==> src/rtl/vector_issue_buffer_pkg.sv <==
// vector_issue_buffer_pkg: issue FSM encoding private to the vector issue buffer.
package vector_issue_buffer_pkg;
    typedef enum logic {RUN, DRAIN} issue_state_e;
endpackage

==> src/rtl/vstructs.sv <==
// vstructs: packet types shared between the instruction source and the vector core.
package vstructs;
    localparam int VL_W = $clog2(32 * 8) + 1;

    typedef struct packed {
        logic            valid;
        logic            reconfigure;
        logic [4:0]      op;
        logic [4:0]      dst;
        logic [4:0]      src1;
        logic [4:0]      src2;
        logic [VL_W-1:0] vl;
        logic [VL_W-1:0] maxvl;
    } to_vector;
endpackage

==> src/rtl/vector_issue_buffer_if.sv <==
// vector_issue_buffer_if: upstream valid/pop and downstream valid/ready handshakes of the issue buffer.
interface vector_issue_buffer_if;
    import vstructs::*;
    logic     valid_i;
    to_vector instr_i;
    logic     pop_o;
    logic     valid_o;
    to_vector instr_o;
    logic     ready_i;
    logic     vector_idle_i;

    modport slave (input valid_i, instr_i, ready_i, vector_idle_i, output pop_o, valid_o, instr_o);
    modport master (output valid_i, instr_i, ready_i, vector_idle_i, input pop_o, valid_o, instr_o);
endinterface

==> src/rtl/vector_instr_fifo.sv <==
// vector_instr_fifo: circular buffer of to_vector packets; DEPTH need not be a power of two.
module vector_instr_fifo
    import vstructs::*;
#(
    parameter int DEPTH = 4,
    localparam int PW = $clog2(DEPTH),
    localparam int CW = $clog2(DEPTH + 1)
) (
    input  logic          clk,
    input  logic          rst_n,
    input  logic          push_i,
    input  to_vector      data_i,
    input  logic          pop_i,
    output to_vector      data_o,
    output logic          full_o,
    output logic          empty_o,
    output logic [CW-1:0] count_o
);
    to_vector      mem_q [DEPTH];
    logic [PW-1:0] head_q, head_d, tail_q, tail_d;
    logic [CW-1:0] count_q, count_d;
    logic          do_push, do_pop;

    function automatic logic [PW-1:0] nxt(input logic [PW-1:0] p);
        return (p == PW'(DEPTH - 1)) ? '0 : p + 1'b1;
    endfunction

    assign full_o  = count_q == CW'(DEPTH);
    assign empty_o = count_q == '0;
    assign count_o = count_q;
    assign data_o  = mem_q[head_q];
    assign do_push = push_i & ~full_o;
    assign do_pop  = pop_i & ~empty_o;

    always_comb begin
        head_d  = do_pop ? nxt(head_q) : head_q;
        tail_d  = do_push ? nxt(tail_q) : tail_q;
        count_d = count_q + CW'(do_push) - CW'(do_pop);
    end

    always_ff @(posedge clk or negedge rst_n) begin
        if (!rst_n) begin
            head_q  <= '0;
            tail_q  <= '0;
            count_q <= '0;
        end else begin
            head_q  <= head_d;
            tail_q  <= tail_d;
            count_q <= count_d;
        end
    end

    always_ff @(posedge clk) begin
        if (do_push) mem_q[tail_q] <= data_i;
    end
endmodule

==> src/rtl/vector_issue_buffer.sv <==
// vector_issue_buffer: elastic in-order buffer to the vector core; reconfigure packets
// wait at the head until the vector core is idle, and the last issued vl/maxvl are kept.
module vector_issue_buffer
    import vstructs::*;
    import vector_issue_buffer_pkg::*;
#(
    parameter int DEPTH = 4,
    parameter int VECTOR_REGISTERS = 32,
    parameter int VECTOR_LANES = 8,
    localparam int VLW = $clog2(VECTOR_REGISTERS * VECTOR_LANES) + 1,
    localparam int CW = $clog2(DEPTH + 1)
) (
    input  logic                  clk,
    input  logic                  rst_n,
    vector_issue_buffer_if.slave  issue_if,
    output logic [VLW-1:0]        cur_vl_o,
    output logic [VLW-1:0]        cur_maxvl_o,
    output logic [CW-1:0]         count_o
);
    issue_state_e   state_q, state_d;
    to_vector       head;
    logic           full, empty, valid, issue;
    logic [VLW-1:0] cur_vl_q, cur_maxvl_q;

    // Accept only on a non-full queue, independent of ready_i.
    assign issue_if.pop_o = rst_n & issue_if.valid_i & ~full;
    assign issue          = valid & issue_if.ready_i;
    assign issue_if.valid_o = valid;
    assign cur_vl_o       = cur_vl_q;
    assign cur_maxvl_o    = cur_maxvl_q;

    vector_instr_fifo #(.DEPTH(DEPTH)) u_fifo (
        .clk     (clk),
        .rst_n   (rst_n),
        .push_i  (issue_if.pop_o),
        .data_i  (issue_if.instr_i),
        .pop_i   (issue),
        .data_o  (head),
        .full_o  (full),
        .empty_o (empty),
        .count_o (count_o)
    );

    always_comb begin
        state_d = state_q;
        valid   = 1'b0;
        issue_if.instr_o = head;
        valid   = (state_q == DRAIN) ? issue_if.vector_idle_i & ~empty : ~empty & ~head.reconfigure;
        state_d = (state_q == RUN) ? ((~empty & head.reconfigure) ? DRAIN : RUN) : (issue ? RUN : DRAIN);
        issue_if.instr_o.valid = valid;
    end

    always_ff @(posedge clk or negedge rst_n) begin
        if (!rst_n) begin
            state_q     <= RUN;
            cur_vl_q    <= '0;
            cur_maxvl_q <= '0;
        end else begin
            state_q <= state_d;
            if (issue && state_q == DRAIN) begin
                cur_vl_q    <= VLW'(head.vl);
                cur_maxvl_q <= VLW'(head.maxvl);
            end
        end
    end
endmodule

==> src/flat_wrapper.sv <==
// flat-port wrapper written by rule: the top's interface ports become plain ports
module vector_issue_buffer_flat import vstructs::*; import vector_issue_buffer_pkg::*;
#(
    parameter int DEPTH = 4,
    parameter int VECTOR_REGISTERS = 32,
    parameter int VECTOR_LANES = 8,
    localparam int VLW = $clog2(VECTOR_REGISTERS * VECTOR_LANES) + 1,
    localparam int CW = $clog2(DEPTH + 1)
)
  (clk, rst_n, cur_vl_o, cur_maxvl_o, count_o, issue_if_valid_i, issue_if_instr_i, issue_if_ready_i, issue_if_vector_idle_i, issue_if_pop_o, issue_if_valid_o, issue_if_instr_o);
  vector_issue_buffer_if issue_if_i ();
  input  logic clk;
  input  logic rst_n;
  output logic [VLW-1:0] cur_vl_o;
  output logic [VLW-1:0] cur_maxvl_o;
  output logic [CW-1:0] count_o;
  input wire logic [$bits(issue_if_i.valid_i)-1:0] issue_if_valid_i;
  input wire logic [$bits(issue_if_i.instr_i)-1:0] issue_if_instr_i;
  input wire logic [$bits(issue_if_i.ready_i)-1:0] issue_if_ready_i;
  input wire logic [$bits(issue_if_i.vector_idle_i)-1:0] issue_if_vector_idle_i;
  output wire logic [$bits(issue_if_i.pop_o)-1:0] issue_if_pop_o;
  output wire logic [$bits(issue_if_i.valid_o)-1:0] issue_if_valid_o;
  output wire logic [$bits(issue_if_i.instr_o)-1:0] issue_if_instr_o;
  assign issue_if_i.valid_i = issue_if_valid_i;
  assign issue_if_i.instr_i = issue_if_instr_i;
  assign issue_if_i.ready_i = issue_if_ready_i;
  assign issue_if_i.vector_idle_i = issue_if_vector_idle_i;
  assign issue_if_pop_o = issue_if_i.pop_o;
  assign issue_if_valid_o = issue_if_i.valid_o;
  assign issue_if_instr_o = issue_if_i.instr_o;
  vector_issue_buffer #(.DEPTH(DEPTH), .VECTOR_REGISTERS(VECTOR_REGISTERS), .VECTOR_LANES(VECTOR_LANES)) u_core (.clk(clk), .rst_n(rst_n), .issue_if(issue_if_i), .cur_vl_o(cur_vl_o), .cur_maxvl_o(cur_maxvl_o), .count_o(count_o));
endmodule
==> config.mk <==
export PLATFORM = sky130hd
export DESIGN_NAME = vector_issue_buffer_flat
export DESIGN_NICKNAME = d
export VERILOG_FILES = /design/src/rtl/vector_issue_buffer_pkg.sv /design/src/rtl/vstructs.sv /design/src/rtl/vector_issue_buffer_if.sv /design/src/rtl/vector_instr_fifo.sv /design/src/rtl/vector_issue_buffer.sv /design/src/flat_wrapper.sv
export SDC_FILE = /design/constraint.sdc
export NUM_CORES = 1
export LEC_CHECK = 0
export ABC_AREA = 1
export CAP_MARGIN = 10
export CORE_UTILIZATION = 43
export CTS_CLUSTER_DIAMETER = 30
export DETAILED_ROUTE_END_ITERATION = 10
export MAX_ROUTING_LAYER = met4
export PLACE_DENSITY = 0.66
export SLEW_MARGIN = 0
export SYNTH_ARGS = -nofsm -noshare
export SYNTH_HDL_FRONTEND = slang
export SYNTH_SLANG_ARGS = --single-unit
==> constraint.sdc <==
create_clock -name clk -period 6.1 [get_ports clk]
set_input_delay 1.525 -clock clk [delete_from_list [all_inputs] [get_ports clk]]
set_output_delay 1.525 -clock clk [all_outputs]
set_load 0.03 [all_outputs]
# [Word level (Yosys, flattened, before mapping)]
# Memory sizes are Yosys's and may differ from the RTL's.
# Index checks and enable logic that the tools add are counted.
[word_totals] memories=1 regBits=26 input_bits=45 mem_bits_rw=160 output_inout_bits=63 wordCells=35
[classes] eq_ne=3 n_reduce_logical=2 bitwise_logic=11 n_addsub=4 n_mux=8
[memory_table] memory="u_core.u_fifo.mem_q" words=4 width=40 rd=1 rd_ports_with_merged_regs=0 wr=1 line_no="vector_instr_fifo.sv:19" source="to_vector mem_q [DEPTH];"
[op_table] cell="1-bit bitwise AND" n=8
[op_table] cell="1-bit two-way mux" n=6
[op_table] cell="2-bit by 1-bit adder with 2-bit output (second input constant)" n=2
[op_table] cell="2-bit == test (second input constant)" n=2
[op_table] cell="2-bit two-way mux" n=2
[op_table] cell="3-bit by 1-bit adder with 3-bit output" n=1
[op_table] cell="3-bit == test (second input constant)" n=1
[op_table] cell="3-bit logical NOT" n=1
[op_table] cell="1-bit inverter" n=3
[op_table] cell="3-bit by 1-bit subtractor with 3-bit output" n=1
[op_table] cell="1-bit logical AND" n=1

# [Longest topological paths before layout]
# Gate-level depths: netlist of the first run.
[logic_depth] ltp_word=7 depth_mapped=12 depth_no_buf=11

# [By module]
# From an unflattened synthesis of the first run, not the netlist that was laid out.
[hier_totals] cells_unflattened=621 hier_area_um2=8055.2
[by_module_without_submodules] module="vector_instr_fifo" n_inst=1 seq_area_each_um2=4979.8 cells_per_inst=525 area_per_inst_um2=7178.1
[by_module_without_submodules] module="vector_issue_buffer" n_inst=1 seq_area_each_um2=475.5 cells_per_inst=96 area_per_inst_um2=877.1

# [Least setup slack after synthesis of the first run]
# OpenSTA, ideal clock, no wires.
[synth_path] path_kind="in2reg" startpoint="input rst_n" endpoint="memory u_core.u_fifo.mem_q[0][0] (netlist bit) (enable)" stages=4 t_arrival_ps=4020 required_ps=5665 path_slack_ps=1645 setup_time_ps=435 n_path_buf=0 path_cell_list="nand2_1 nor2_1 inv_1 nor2_1"
[synth_via] elab_chain_cells=5
[synth_rtl] item="from (decl)" line_no="flat_wrapper.sv:13" source="input logic rst_n;"
[synth_rtl] item="1-bit bitwise AND (2 in series)" line_no="vector_issue_buffer.sv:26" source="assign issue_if.pop_o = rst_n & issue_if.valid_i & ~full;"
[synth_rtl] item="via issue_if_pop_o" line_no="flat_wrapper.sv:21" source="output wire logic [$bits(issue_if_i.pop_o)-1:0] issue_if_pop_o;"
[synth_rtl] item="1-bit bitwise AND" line_no="vector_instr_fifo.sv:32" source="assign do_push = push_i & ~full_o;"
[synth_rtl] item="1-bit two-way mux" line_no="vector_instr_fifo.sv:54" source="if (do_push) mem_q[tail_q] <= data_i;"
[synth_rtl] item="1-bit two-way mux (implied by the code)" line_no="vector_instr_fifo.sv:54"
[synth_rtl] item="to (decl)" line_no="vector_instr_fifo.sv:19"
# The timed path passes the listed nets, and every way through them passes these cells.

# [Worst setup path in the final report of the first run]
[layout_path] startpoint="input rst_n" endpoint="output issue_if_pop_o"
[layout_via] elab_chain_cells=2
[layout_rtl] item="1-bit bitwise AND (2 in series)" line_no="vector_issue_buffer.sv:26"
[layout_rtl] item="to (decl)" line_no="flat_wrapper.sv:21"
# Every way passes these cells.

==> results of run 1 <==
-- power by group --
group / switching (mW) / total, mW / internal [mW]
Combinational: 1.31 / 2.02 / 0.714
Sequential: 0.0754 / 1.63 / 1.55
Clock: 0.446 / 1.10 / 0.654
-- cells by family after synthesis --
kind of cell | share of synthesized area, %
XOR/XNOR | 0.2504
adder cells (fa/ha/maj) | 1.538
buffers and inverters | 2.950
AO/OA/AOI/OAI | 9.226
AND/OR/NAND/NOR | 9.798
flip-flops | 76.24
-- per-layer routing --
| layer | vias up | wire (µm) |
|---|---|---|
| met2 | 120 | 7129 |
| met5 | - | 0 |
| met4 | 0 | 125 |
| li1 | 2057 | - |
| met3 | 13 | 822 |
| met1 | 2084 | 6239 |
-- critical path: stages --
cell,delay [ns]
clkdlybuf4s50_1,0.48
nand2_1,0.06
nor2_1,0.30
clkdlybuf4s50_1,0.75
-- worst paths after layout --
path | startpoint | to
setup / recovery | rst_n | issue_if_pop_o
hold / removal | u_core.cur_vl_o[1] | u_core.cur_vl_o[1]
setup reg to reg | u_core.u_fifo.head_q[1] | u_core.u_fifo.count_o[2]
hold reg to reg | u_core.cur_vl_o[1] | u_core.cur_vl_o[1]
max in group asynchronous | rst_n | u_core.u_fifo.head_q[0]
min in group asynchronous | rst_n | u_core.u_fifo.head_q[1]
-- registers in the layout (all words and copies together), names as in the netlist --
register,count
u_core.u_fifo.tail_q,2
u_core.u_fifo.head_q,2
u_core.cur_maxvl_o,9
u_core.u_fifo.count_o,3
u_core.u_fifo.mem_q,156
u_core.cur_vl_o,9
u_core.state_q,1
-- metrics by stage --
| step | setup WS [ns] | instance area [µm²] | cells | hold WS (ns) | util, % |
|---|---|---|---|---|---|
| 2_1_floorplan | 1.645 | 6998 | 514 | 0.5796 | - |
| 3_3_place_gp | 1.430 | 8280 | 816 | 0.4609 | 52.13 |
| 3_5_place_dp | 1.422 | 8280 | 816 | 0.4639 | 52.13 |
| 4_1_cts | 1.411 | 8879 | 848 | 0.4812 | 55.89 |
| 5_1_grt | 1.344 | 8879 | 848 | 0.5032 | 55.89 |
| 6_report | 1.451 | 8879 | 848 | 0.4769 | 55.89 |
-- cell usage in the layout, fill, tap and decap left out, types with 2 or more instances in the layout --
cell | synthesis | layout
clkinv_2 | 0 | 3
clkbuf_16 | 0 | 17
ha_1 | 7 | 7
inv_4 | 2 | 2
clkbuf_1 | 18 | 2
o22ai_1 | 38 | 38
inv_1 | 14 | 14
nand2_1 | 64 | 64
dfrtp_2 | 0 | 2
nand3_2 | 2 | 2
o21ai_0 | 77 | 77
nand3_4 | 2 | 2
dfrtp_1 | 26 | 24
nor2_1 | 84 | 80
clkdlybuf4s50_1 | 0 | 106
o21ai_1 | 3 | 3
nor2_4 | 1 | 5
clkinvlp_4 | 0 | 5
bufinv_16 | 0 | 3
edfxtp_1 | 156 | 156
buf_4 | 2 | 8
-- cell type report --
type / count / area [µm²] / area share [%]
Clock buffer: 20 / 446.7 / 5.031
Clock inverter: 12 / 151.4 / 1.705
Inverter: 16 / 65.06 / 0.7328
Multi-Input combinational cell: 288 / 1486 / 16.74
Sequential cell: 182 / 5338 / 60.12
Tap cell: 216 / 270.3 / 3.044
Timing Repair Buffer: 114 / 1121 / 12.63
==> summary.md, run 1 <==
| Metric | Value |
|---|---|
| WP data required | 4.58 ns |
| R2R depth | 11 |
| Ys async rst share | 14.29% |
| CTS Buffer Depth | 2 |
| First-pass GRT wire length | ~23000 µm |
| GRT met3 Usage | under 10% |
| FF+latch count, synth | 182 |
| Post-CTS Setup Repair Bufs | 0 |
| DIE AREA | ~17000 µm² |
| Initial core utilization | ~44% |
| Setup crit end kind | output port |
| DRC violation total after the first TritonRoute iteration | 294 |
| Leakage power | 3.122 nW |
| Port-buffer cells | 106 |
| Syn Area/Cell | between 10 and 15 µm² |
| Area of the core | 15890 µm² |
| Power per cell area | between 500 and 600 nW/µm² |
| Clock skew | between 0.01 and 0.015 ns |
| Clock latency on the worst-skew pair | roughly 0.43 ns |
| Largest net degree at the start of global routing | slightly above 80 |
| R2r setup slk | about 3.2 ns |
| Library cells used by synthesis | 27 |
| Final min period | roughly 4.6 ns |
| Worst slew pin tran | 0.8379 ns |
| Crit Path Max Fanout | 6 |
| Hold path depth | 2 |
| CTS resizes | 0 |
| Max cap viols | 0 |
| Die X | about 130 µm |
| YS warnings | 0 |
| Share of the yosys chip area belonging to registers | between 70% and 80% |
| Cells after synthesis | roughly 510 |
| Antenna viol nets, final | 0 |
| Die span in y | between 100 and 150 µm |
| Slew margin rel. | 44.08% |
| Vias in the first global route | between 4000 and 5000 |
| Synthesized Nets | between 500 and 600 |
| GR Util All Layers | between 10% and 20% |
| Num CTS Buffers | 17 |
| Post-synth top flop | edfxtp_1 |
| Total Power | between 4 and 5 mW |
| Met1 GRT Util | 22.90% |
| TritonCTS clock tree | built |
| Avg WL per Cell | about 17 µm |
| Initial antenna violation count | 0 |
| Global routing's busiest layer | met2 |
| Hold Crit Class | reg2reg |
| Arr. time, crit path | roughly 3.1 ns |
| Root Driver | clkbuf_16 |
| Syn-to-layout area delta | 26.87% |
| Cell Rows | 46 |
| Final setup fails | 0 |
| Final period util | between 70% and 80% |
| WL final | approximately 14000 µm |
| Setup tns final | 0 ns |
| Antenna Cells | 0 |
| Area leader, netlist | edfxtp_1 |
| Vias/cell | between 5 and 6 |
| Top cells by area, synth | edfxtp_1, dfrtp_1, o21ai_0 |
| Share of cells above drive strength 1 | ~8.7% |
| Total grt overflow | 0 |
| Final hold vios | 0 |
| Crit path kind | in2out |
| RD Place Congestion | 0.7037 |
| Via Count | approximately 4300 |
| Most common cell in the synthesized netlist | edfxtp_1 |
| Dpl hpwl | ~8500 µm |
| Met2 Usage GRT | a little under a third |
| Startpoint Class | primary input |
| Synth cell count leaders | edfxtp_1, nor2_1, o21ai_0, nand2_1, o22ai_1 |
| Sink Count | ~180 |
| Fmax achieved | between 200 and 250 MHz |
| RSZ-0062 raised after global routing | false |
| Worst-path clk slew | 0.06 ns |
| Nets | approximately 670 |
| Share of the synthesized area in the top cell type | around two thirds |
| CTS Hold Buffers Added | 0 |
| Run status | finished clean |
| H-tree levels | 4 |
| Drt pass-1 iters | 4 |
| Post-synth EDFFs | ~160 |
| Slew Limit Fails | 0 |
| DR DRC count | 0 |
| Fillers | about 1300 |
| Max IR drop VDD | around 0.28 mV |
| # IOs | 108 |
| Area of the mapped netlist | 6998 µm² |
Note: power is estimated with default switching activity, not from simulation.
==> run 2: changes to the inputs <==
==> constraint.sdc (replaced) <==
create_clock -name clk -period 4.5 [get_ports clk]
set_input_delay 1.125 -clock clk [delete_from_list [all_inputs] [get_ports clk]]
set_output_delay 1.125 -clock clk [all_outputs]
set_load 0.03 [all_outputs]
==> summary.md, run 2 (synthesis results as in run 1) <==
| Metric | Value |
|---|---|
| Finished Layout Cells | around 850 |
| Via Count | about 4300 |
| Commonest non-fill, non-tap cells in the layout | edfxtp_1, clkdlybuf4s50_1, nor2_1 |
| H-tree levels | 4 |
| Placed Area | 8315 µm² |
| Setup tns final | 0 ns |
| Crit path kind | reg2out |
| Clock skew | 0.006966 ns |
| Setup crit end kind | output port |
| Int Pwr | approximately 3.8 mW |
| NetSw | approximately 2.5 mW |
| Post-placement cell count | approximately 800 |
| Syn-to-layout area delta | 25.98% |
| Port-buffer cells | ~110 |
| Crit Path Max Fanout | 80 |
| Num CTS Buffers | 17 |
| WP data required | 3.38 ns |
| Max IR drop VDD | about 0.37 mV |
| WHS | a little under 0.5 ns |
| Vias in the first global route | 4201 |
| Worst setup margin | about 0.6 ns |
| Vias/cell | roughly 5.0 |
| DIE AREA | about 17000 µm² |
| Root Driver | clkbuf_16 |
| Sink Count | ~180 |
| Clock power share | about a fifth |
| Die span in y | between 100 and 150 µm |
| First-pass GRT wire length | 21760 µm |
| Slew Limit Fails | 0 |
| Worst-path clk slew | 0.06 ns |
| Worst slew pin tran | ~0.8 ns |
| TritonCTS clock tree | built |
| Initial antenna violation count | 1 |
| Startpoint Class | register |
| DRC violation total after the first TritonRoute iteration | around 300 |
| Total grt overflow | 0 |
| CTS Hold Buffers Added | 0 |
| Share of power burned in registers | between 30 and 40% |
| # IOs | 108 |
| Fmax achieved | 256.4 MHz |
| Largest stage delay, worst path | 0.74 ns |
| Max FFs per register | approximately 160 |
| Post-CTS Setup Repair Bufs | 0 |
| WL final | around 14000 µm |
| Pre-CTS setup slack | about 0.74 ns |
| CTS Buffer Depth | 2 |
| Max stage delay cell, worst path | clkdlybuf4s50_1 |
| Final core utilization | between 50% and 60% |
| RSZ-0062 raised after global routing | false |
| Die X | around 130 µm |
| Initial core utilization | between 40% and 50% |
| Total Power | slightly above 6 mW |
| Share of cells above drive strength 1 | 7.924% |
| Final period util | 86.68% |
| Hold Crit Class | reg2reg |
| Cell Rows | 46 |
| Largest net degree at the start of global routing | between 80 and 90 |
| Clock latency on the worst-skew pair | roughly 0.42 ns |
| Drt pass-1 iters | 4 |
| Area of the core | approximately 16000 µm² |
| Final hold vios | 0 |
| Design area | 8816 µm² |
| Most common cell after layout, fill and taps aside | edfxtp_1 |
| Sw frac | approximately two fifths |
| Run status | finished clean |
| Comb pwr share | 44.3% |
| GR Util All Layers | about 18% |
| Leakage power | approximately 3.1 nW |
| Arr. time, crit path | roughly 2.8 ns |
| Final setup fails | 0 |
| Largest Register | u_core.u_fifo.mem_q |
| Nets | approximately 670 |
| CTS resizes | 0 |
| Final min period | a little under 4 ns |
| Max cap viols | 0 |
| RD Place Congestion | between 0.7 and 0.8 |
| Dpl hpwl | 8127 µm |
| Critical path cell sequence | buf_4 > o21ai_0 > o22ai_1 > clkdlybuf4s50_1 |
| Power per cell area | around 710 nW/µm² |
| Slew margin rel. | roughly 48% |
| DR DRC count | 0 |
| Antenna viol nets, final | 0 |
| Avg WL per Cell | between 15 and 20 µm |
==> run 2: cell types whose count changed in the layout (fill, tap and decap cells not counted), sizes merged <==
cell,previous run,this run
clkinv,3,7
bufinv,3,0
diode,0,1
clkdlybuf4s50,106,105
clkinvlp,5,3
buf,8,9
==> run 2: area by class of cell <==
type	instances	area, µm²
flip-flops and latches	182	5338
well taps	216	270.3
inverters	16	65.06
clock buffers	20	436.7
fillers	1299	7069
repair buffers	114	1156
diodes	1	2.502
multi-input cells	288	1486
clock inverters	11	61.31
==> run 2: worst paths after layout <==
kind | from | end | slack [ns] | cells past startpoint
max in group asynchronous | rst_n | u_core.u_fifo.head_q[1] | 3.10 | 2
hold / removal | u_core.cur_maxvl_o[8] | u_core.cur_maxvl_o[8] | 0.48 | 2
hold reg to reg | u_core.cur_maxvl_o[8] | u_core.cur_maxvl_o[8] | 0.48 | 2
min in group asynchronous | rst_n | u_core.u_fifo.count_o[2] | 1.12 | 2
setup / recovery | u_core.u_fifo.head_q[0] | issue_if_instr_o[3] | 0.60 | 4
setup reg to reg | u_core.u_fifo.head_q[0] | u_core.u_fifo.count_o[2] | 1.70 | 11
==> run 2: critical path, delay by kind of cell (launching register included) <==
kind,cells,cell delay (ns)
AO/OA/AOI/OAI,2,0.57
buffers and inverters,2,1.37
flip-flops,1,0.38
==> run 2: routing by layer <==
layer / part of all wire, % / track usage (%) / routed length (µm)
met3: 4.7 / 3.799 / 664
met5: 0 / - / 0
met4: 1.0 / 6.840 / 146
met1: 45 / 22.49 / 6360
met2: 49 / 29.35 / 6961
==> run 2: power by group through the flow <==
stage / combinational [mW] / clock, mW / sequential [mW]
2_1_floorplan: 1.54 / 0 / 2.41
3_3_place_gp: 2.73 / 0 / 2.22
4_1_cts: 2.78 / 1.29 / 2.21
5_1_grt: 2.99 / 1.36 / 2.22
6_report: 2.76 / 1.27 / 2.20
3_5_place_dp: 2.77 / 0 / 2.24
